===== src/rtl/board_generator.sv =====
// Builds a random solution board with an exact number of lit tiles, seeded by a
// free-running 16-bit Fibonacci LFSR, one new tile per cycle after a start edge.
module board_generator #(
  parameter int unsigned TILES = 8,
  parameter logic [15:0] SEED  = 16'hACE1
) (
  input  logic             clk,
  input  logic             reset,
  input  logic             start,
  input  logic [3:0]       num_tiles,
  output logic [TILES-1:0] board,
  output logic             busy,
  output logic             done
);

  typedef enum logic [1:0] {IDLE, CLEAR, FILL, DONE} state_t;

  localparam int unsigned IDX_W   = (TILES > 1) ? $clog2(TILES) : 1;
  localparam logic [3:0]  TILES_4 = 4'(TILES);

  state_t           state, state_next;
  logic [15:0]      lfsr;
  logic             lfsr_fb;
  logic             start_q;
  logic             start_edge;
  logic [3:0]       count;
  logic [3:0]       target;
  logic [3:0]       target_clamped;
  logic [TILES-1:0] fill_mask;

  assign start_edge = start & ~start_q;
  // Taps 16,14,13,11 expressed on a right-shifting register.
  assign lfsr_fb    = lfsr[0] ^ lfsr[2] ^ lfsr[3] ^ lfsr[5];

  always_comb begin
    target_clamped = num_tiles;
    if (num_tiles == 4'd0)
      target_clamped = 4'd1;
    else if (num_tiles > TILES_4)
      target_clamped = TILES_4;
  end

  // One-hot mask of the first clear tile at or above lfsr[2:0], wrapping.
  always_comb begin
    int unsigned      p;
    logic             found;
    logic [IDX_W-1:0] idx;
    fill_mask = '0;
    found     = 1'b0;
    idx       = '0;
    p         = 32'(lfsr[2:0]) % TILES;
    for (int unsigned i = 0; i < TILES; i++) begin
      idx = IDX_W'((p + i) % TILES);
      if (!found && !board[idx]) begin
        fill_mask[idx] = 1'b1;
        found          = 1'b1;
      end
    end
  end

  // NOTE: every output of a combinational block gets a default first, so no
  // path through the case can leave it unassigned and infer a latch.
  always_comb begin
    state_next = state;
    busy       = 1'b0;
    done       = 1'b0;
    unique case (state)
      IDLE:  if (start_edge) state_next = CLEAR;
      CLEAR: begin
        busy       = 1'b1;
        state_next = FILL;
      end
      FILL: begin
        busy = 1'b1;
        if (count + 4'd1 == target) state_next = DONE;
      end
      DONE: begin
        done       = 1'b1;
        state_next = IDLE;
      end
      default: state_next = IDLE;
    endcase
  end

  // NOTE: sequential state uses non-blocking assignments so every register
  // samples the pre-edge values of the others, independent of statement order.
  always_ff @(posedge clk or negedge reset) begin
    if (!reset) begin
      state   <= IDLE;
      lfsr    <= SEED;
      start_q <= 1'b0;
      board   <= '0;
      count   <= 4'd0;
      target  <= 4'd1;
    end else begin
      state   <= state_next;
      lfsr    <= {lfsr_fb, lfsr[15:1]};
      start_q <= start;
      unique case (state)
        IDLE:  if (start_edge) target <= target_clamped;
        CLEAR: begin
          board <= '0;
          count <= 4'd0;
        end
        FILL: begin
          board <= board | fill_mask;
          count <= count + 4'd1;
        end
        default: ;
      endcase
    end
  end

endmodule


===== config.mk =====
export PLATFORM = sky130hd
export DESIGN_NAME = board_generator
export DESIGN_NICKNAME = d
export VERILOG_FILES = /design/src/rtl/board_generator.sv
export SDC_FILE = /design/constraint.sdc
export NUM_CORES = 1
export LEC_CHECK = 0
export ABC_AREA = 0
export CAP_MARGIN = 10
export CORE_UTILIZATION = 61
export CTS_BUF_LIST = sky130_fd_sc_hd__clkbuf_16
export CTS_CLUSTER_DIAMETER = 40
export DETAILED_ROUTE_END_ITERATION = 6
export DONT_BUFFER_PORTS = 1
export PLACE_DENSITY = 0.8
export RECOVER_POWER = 25
export SLEW_MARGIN = 0
export SYNTH_ARGS = -nofsm -noshare
export SYNTH_HDL_FRONTEND = slang
export SYNTH_SLANG_ARGS = --single-unit

===== constraint.sdc =====
create_clock -name clk -period 3.9 [get_ports clk]
set_clock_uncertainty 0.15 [all_clocks]
set_input_delay 0.78 -clock clk [delete_from_list [all_inputs] [get_ports clk]]
set_output_delay 0.78 -clock clk [all_outputs]
set_load 0.01 [all_outputs]

==> results of run 1 <==
==> cells in the mapped netlist, types with 7 or more instances <==
cell / number
sky130_fd_sc_hd__mux2i_1: 13
sky130_fd_sc_hd__dfstp_2: 9
sky130_fd_sc_hd__mux4_2: 7
sky130_fd_sc_hd__nor2_1: 15
sky130_fd_sc_hd__nand2b_1: 11
sky130_fd_sc_hd__dfrtp_1: 26
sky130_fd_sc_hd__inv_1: 13
sky130_fd_sc_hd__nand3_1: 8
sky130_fd_sc_hd__o21ai_0: 11
sky130_fd_sc_hd__ha_1: 11
sky130_fd_sc_hd__nand2_1: 14
sky130_fd_sc_hd__nor3_1: 10
==> logic make-up after synthesis <==
kind of cell	Yosys count
and+or+nand+nor	77
AOI/OAI and AO/OA	61
buffers and inverters	27
muxes	30
adders and majority gates	11
DFF	35
xor gates and xnor gates	13
==> worst min path at each step <==
stage                        from       end  cells after the start
after floorplan           lfsr[4]   lfsr[3]                      0
after global placement    lfsr[4]   lfsr[3]                      0
after detailed placement  lfsr[4]   lfsr[3]                      0
after CTS                   reset   lfsr[1]                      0
after global routing        reset  lfsr[14]                      0
final                       reset  board[4]                      0
==> flip-flops by register name (all words and copies together) (netlist names) <==
name     count
board        8
count        4
lfsr        16
start_q      1
state        2
target       4
==> power groups by stage <==
stage          Sequential [mW]  Clock, mW  Combinational, mW
2_1_floorplan            0.452          0              0.248
3_3_place_gp             0.463          0              0.296
3_5_place_dp             0.466          0              0.300
4_1_cts                  0.460      0.445              0.307
5_1_grt                  0.467      0.463              0.341
6_report                 0.461      0.442              0.308
==> layout make-up <==
cell class	count	share of cell area
multi-input cells	192	0.567
flip-flops and latches	35	0.318
well taps	50	0.0225
inverters	13	0.0175
clock inverters	3	0.0139
clock buffers	5	0.0449
repair buffers	6	0.0162
==> worst max-delay path, stage by stage (launching register included) <==
cell                        delay [ns]
sky130_fd_sc_hd__dfstp_2          0.54
sky130_fd_sc_hd__buf_4            0.45
sky130_fd_sc_hd__mux2i_2          0.46
sky130_fd_sc_hd__nor3b_2          0.30
sky130_fd_sc_hd__nor4_4           0.09
sky130_fd_sc_hd__nor2_1           0.46
sky130_fd_sc_hd__nor2_1           0.12
sky130_fd_sc_hd__a2111oi_0        0.45
sky130_fd_sc_hd__a22oi_1          0.16
==> per-layer routing <==
layer / global-route usage / up-vias
met5: 0 / -
met1: 0.428 / 1004
met4: 0.117 / 0
met2: 0.453 / 129
li1: - / 955
met3: 0.0828 / 21
==> placed cells by master (no fill, tap or decap), types with 6 or more instances in the layout <==
cell                       netlist  layout
sky130_fd_sc_hd__nor2_1         15      15
sky130_fd_sc_hd__dfstp_2         9       9
sky130_fd_sc_hd__mux4_2          7       7
sky130_fd_sc_hd__nand2b_1       11      11
sky130_fd_sc_hd__dfrtp_1        26      26
sky130_fd_sc_hd__ha_1           11      11
sky130_fd_sc_hd__nor3_1         10      10
sky130_fd_sc_hd__nand2_1        14      14
sky130_fd_sc_hd__o21ai_0        11      11
sky130_fd_sc_hd__inv_1          13      13
sky130_fd_sc_hd__xor2_1          6       6
sky130_fd_sc_hd__nand3_1         8       8
sky130_fd_sc_hd__xnor2_1         6       6
sky130_fd_sc_hd__mux2i_1        13      13
sky130_fd_sc_hd__buf_4           0       6
sky130_fd_sc_hd__a21oi_1         6       6
==> per-stage QoR <==
step                      power (mW)  cells
final                           1.21    304
after global routing            1.27    304
after CTS                       1.21    304
after detailed placement       0.766    296
after global placement         0.760    296
after floorplan                0.700    254
==> impl_metrics.ini, run 1 <==
[synthesis]
multiplexer_share_of_the_synthesized_area = 0.157
share_of_synthesized_registers_carrying_an_async_set_or_reset = 1.00
synthesis.area_per_instance_um2 = 10.3
synth_warnings = 0
gate_count_of_the_mapped_netlist = 254
total_nets_after_synthesis = 272
syn-cell-area_um2 = 2610
synth-compound-area-share = 0.181
synthDistinctLibCells = 62
synth_simple_gate_area_frac = 0.168
synth_xor_area_frac = 0.0465
synthDominantCellAreaShare = 0.249
sequential_area_share_after_synthesis = 0.340
adder_cell_fraction_of_synth_area = 0.0527
synth_enable_flop_cells = 0
ys_ff_latch = 35
yosys-top-cells-area = sky130_fd_sc_hd__dfrtp_1 (25%), sky130_fd_sc_hd__dfstp_2 (9.1%), sky130_fd_sc_hd__mux4_2 (6.0%), sky130_fd_sc_hd__ha_1 (5.3%), sky130_fd_sc_hd__mux2i_1 (5.0%)
synth_top_family_by_area = compound AO/OA/AOI/OAI gates
top_cell_type_by_total_area_after_synthesis = sky130_fd_sc_hd__dfrtp_1
synth-main-ff-cell = sky130_fd_sc_hd__dfrtp_1

[route]
met1_length_mm = 2.63
detail_route.vias_per_cell = 6.94
route.top_layer_used = met4
drt_wl_total_mm = 6.43
routed-wl-met3_um = 571
detail_route.wl_per_cell_um = 21.1
antenna_violating_nets_post_route = 0
via_count = 2109
drt_drc_violations_left = 0
first_pass_iters = 5
drt_first_iter_violations = 305
wl_met2_mm = 3.04

[place]
port-buffer-count = 0
post_dp_cell_area_um2 = 2620
dpl.hpwl_mm = 4.41
gp_congestion = 1.02
dpl_worst_slack_ns = 0.649

[power]
internal-power_mw = 0.842
power_switching_share = 0.305
power.share.combinational = 0.254
power-per-cell-area_nw_per_um2 = 435
power.static_leakage_nw = 1.02
max-vdd-ir-drop_mv = 0.434
pwr-share-clk = 0.365
switchingPower_mw = 0.369
power.sequential.fraction = 0.380

[die]
fp.dieW_um = 67.4
i_o_pins = 17
core-area_um2 = 4060
start_util = 0.644
fp-row-count = 23
floorplan.die_area_um2 = 4550
die_height_um = 67.4

[cts]
post_cts.repair.setup_buffers = 0
clk_root_buffer_cell = sky130_fd_sc_hd__clkbuf_16
worst_setup_hold_path_clk_slew_ns = 0.05
clkLatencyLatePin_ns = 0.28
cts_tree = yes
clkSinkCount = 35
quantity_of_hold_fixing_buffers_added_after_cts = 0
htree_levels = 2
cts-buffers-inserted = 5
cts-resized-gates = 0
max-clock-path-buffers = 2

[finish]
drive_gt1_frac = 0.197
area_of_all_placed_cells_without_fillers_um2 = 2790
postLayoutCoreUtil = 0.687
syn2layout_area_growth_pct = 6.71
regArea_um2 = 887
nFillCells = 309
insertedDiodeCount = 0
fin_nets = 271
multi_input_area_um2 = 1580

[timing]
timing.final.setup_violations = 0
worst_slack_ns = 0.573
report.final.slew_viol_count = 0
period_needed_ns = 3.33
finalHoldViolations = 0
finalCritPeriodShare = 0.853
fmax_ghz = 0.301
grt_setup_unrepaired = false
worst_pin_slew_ns = 0.572
hold-worst-slack_ns = 0.0459
max_slew_margin_vs_limit = 0.616
totalNegativeSetupSlack_ns = 0

[min_path]
hold_path.class = input pin to async pin

[worst_setup_path]
worst-setup-path-type = flip-flop to flip-flop
end_kind = flip-flop
worstReg2RegStart = lfsr[0]
ff2ff_path_depth = 8
crit_arrival_ns = 3.31
reg2reg_slack_ns = 0.57
worstReg2RegEnd = board[0]
critical_path.startpoint = lfsr[0]
cp-endpoint = board[0]
worstPathRequired_ns = 3.88
startpoint_type = flip-flop
worst-path-max-fanout = 41

[grt]
number_of_global_route_vias_before_repair = 1956
antenna_found_initial = 0
grt_usage = 0.306
globalRouteOverflowTotal = 0
largest_net_degree_at_the_start_of_global_routing = 42
grt_first_pass_wirelength_mm = 9.99

[run]
drv.max_cap_violation_count = 0

[run_status]
status = finished, final reports clean
No activity file was read; power rests on OpenSTA's default activity.
==> inputs of run 2 (changes only) <==
Settings changed: TNS_END_PERCENT from default to 20.
==> results of run 2 <==
The final DEF is identical to that of run 1; final timing and power are the same.
==> inputs of run 3 (changes only) <==
Settings changed: CORE_UTILIZATION 61 to 60, CTS_BUF_LIST sky130_fd_sc_hd__clkbuf_16 to sky130_fd_sc_hd__clkbuf_4, PLACE_DENSITY 0.8 to 0.79.
==> impl_metrics.ini, run 3 (same netlist as run 1, synthesis figures left out) <==
[timing]
totalNegativeSetupSlack_ns = 0
max_slew_margin_vs_limit = 0.114
timing.final.setup_violations = 0
finalCritPeriodShare = 0.837
period_needed_ns = 3.27
fmax_ghz = 0.306
worst_pin_slew_ns = 1.33
finalHoldViolations = 0
grt_setup_unrepaired = false
report.final.slew_viol_count = 0
worst_slack_ns = 0.634

[finish]
number_of_flip_flops_in_the_largest_register = 16
biggestRegsByFlops = lfsr x16, board x8
fin_nets = 269
drive_gt1_frac = 0.190
layout_commonest_cell = sky130_fd_sc_hd__dfrtp_1
insertedDiodeCount = 0
area_of_all_placed_cells_without_fillers_um2 = 2700
layout.cells.most_common_list = sky130_fd_sc_hd__dfrtp_1 (26), sky130_fd_sc_hd__nor2_1 (15), sky130_fd_sc_hd__nand2_1 (14)
postLayoutCoreUtil = 0.660
largest_register = lfsr
syn2layout_area_growth_pct = 3.31

[route]
drt_wl_total_mm = 5.76
detail_route.wl_per_cell_um = 19.1
first_pass_iters = 5
drt_first_iter_violations = 230
via_count = 2022
drt_drc_violations_left = 0
antenna_violating_nets_post_route = 0
detail_route.vias_per_cell = 6.70

[place]
post_dp_cell_area_um2 = 2610
dpl.hpwl_mm = 4.08
gp_congestion = 1.02
dpl_worst_slack_ns = 0.681
port-buffer-count = 0

[power]
max-vdd-ir-drop_mv = 0.267
power-per-cell-area_nw_per_um2 = 378
power.static_leakage_nw = 0.972

[cts]
clkLatencyLatePin_ns = 0.34
clk_root_buffer_cell = sky130_fd_sc_hd__clkbuf_4
quantity_of_hold_fixing_buffers_added_after_cts = 1
worst_setup_hold_path_clk_slew_ns = 0.11
clkSinkCount = 35
htree_levels = 2
cts_tree = yes
max-clock-path-buffers = 2
cts-resized-gates = 0
cts-buffers-inserted = 5
post_cts.repair.setup_buffers = 0

[worst_setup_path]
critPathBufInv = 1
worst-path-max-fanout = 42
worstPathRequired_ns = 4.00
worst-setup-path-type = flip-flop to flip-flop
cpLargestDelayFamily = multiplexers
startpoint_type = flip-flop
end_kind = flip-flop
critical_path.cell_chain = buf_12 > ha_1 > xor2_1 > mux2_2 > mux2i_1 > nand2_1 > o32ai_2 > mux2i_1 > a22oi_1
max_stage_delay_ns = 0.58
cp_dominant_cell_by_count = sky130_fd_sc_hd__mux2i_1
slowest_stage = sky130_fd_sc_hd__dfstp_2
crit_arrival_ns = 3.36

[min_path]
hold_path.class = input pin to async pin

[die]
fp.dieW_um = 68.0
start_util = 0.639
floorplan.die_area_um2 = 4620
fp-row-count = 23
die_height_um = 68.0
core-area_um2 = 4090
i_o_pins = 17

[run]
drv.max_cap_violation_count = 0

[grt]
grt.busiest_layer = met1
use_met3 = 0.0900
global_route.usage.met2 = 0.387
largest_net_degree_at_the_start_of_global_routing = 43
antenna_found_initial = 0
grt_usage = 0.281
grt_use_met1 = 0.401
globalRouteOverflowTotal = 0
number_of_global_route_vias_before_repair = 1867
grt_first_pass_wirelength_mm = 9.42

[run_status]
status = finished, final reports clean
run 3: path summary, 6_finish.rpt:
kind                         start        to  slack [ns]  cells after the start
max in group asynchronous    reset   lfsr[2]        2.25                      1
min in group clk           lfsr[6]   lfsr[5]        0.21                      0
min                          reset   lfsr[7]        0.11                      0
max reg2reg                lfsr[0]  board[2]        0.63                      9
min reg2reg                lfsr[6]   lfsr[5]        0.21                      0
max                        lfsr[0]  board[2]        0.63                      9
run 3: stage by stage:
step                hold WS [ns]  cells  power (mW)
floorplan                  0.181    254       0.700
global placement           0.185    293       0.754
detailed placement         0.189    293       0.763
CTS                       0.0813    302        1.03
global route              0.0878    302        1.09
finish                     0.113    302        1.02
run 3: layer usage:
layer | vias to the layer above | routed length (µm)
met4 | 0 | 127
met3 | 15 | 522
met5 | - | 0
li1 | 957 | -
met1 | 965 | 2660
met2 | 85 | 2450
run 3: layout make-up:
type	count	area (µm²)
Timing Repair Buffer	4	38.8
Multi-Input combinational cell	192	1580
Inverter	13	48.8
Tap cell	50	62.6
Clock buffer	5	37.5
Fill cell	330	1390
Sequential cell	35	887
Clock inverter	3	43.8
run 3: power breakdown:
group / leakage (nW) / total, mW / internal [mW] / switching (mW)
clock: 0.0452 / 0.259 / 0.135 / 0.124
sequential: 0.444 / 0.456 / 0.412 / 0.0436
combinational: 0.483 / 0.305 / 0.130 / 0.175
run 3: worst reg2reg max path, stage by stage, from the launching register on:
cell and delay [ns]:
sky130_fd_sc_hd__dfstp_2 0.58, sky130_fd_sc_hd__buf_12 0.24, sky130_fd_sc_hd__ha_1 0.40, sky130_fd_sc_hd__xor2_1 0.52, sky130_fd_sc_hd__mux2_2 0.40, sky130_fd_sc_hd__mux2i_1 0.19
sky130_fd_sc_hd__nand2_1 0.14, sky130_fd_sc_hd__o32ai_2 0.25, sky130_fd_sc_hd__mux2i_1 0.12, sky130_fd_sc_hd__a22oi_1 0.19
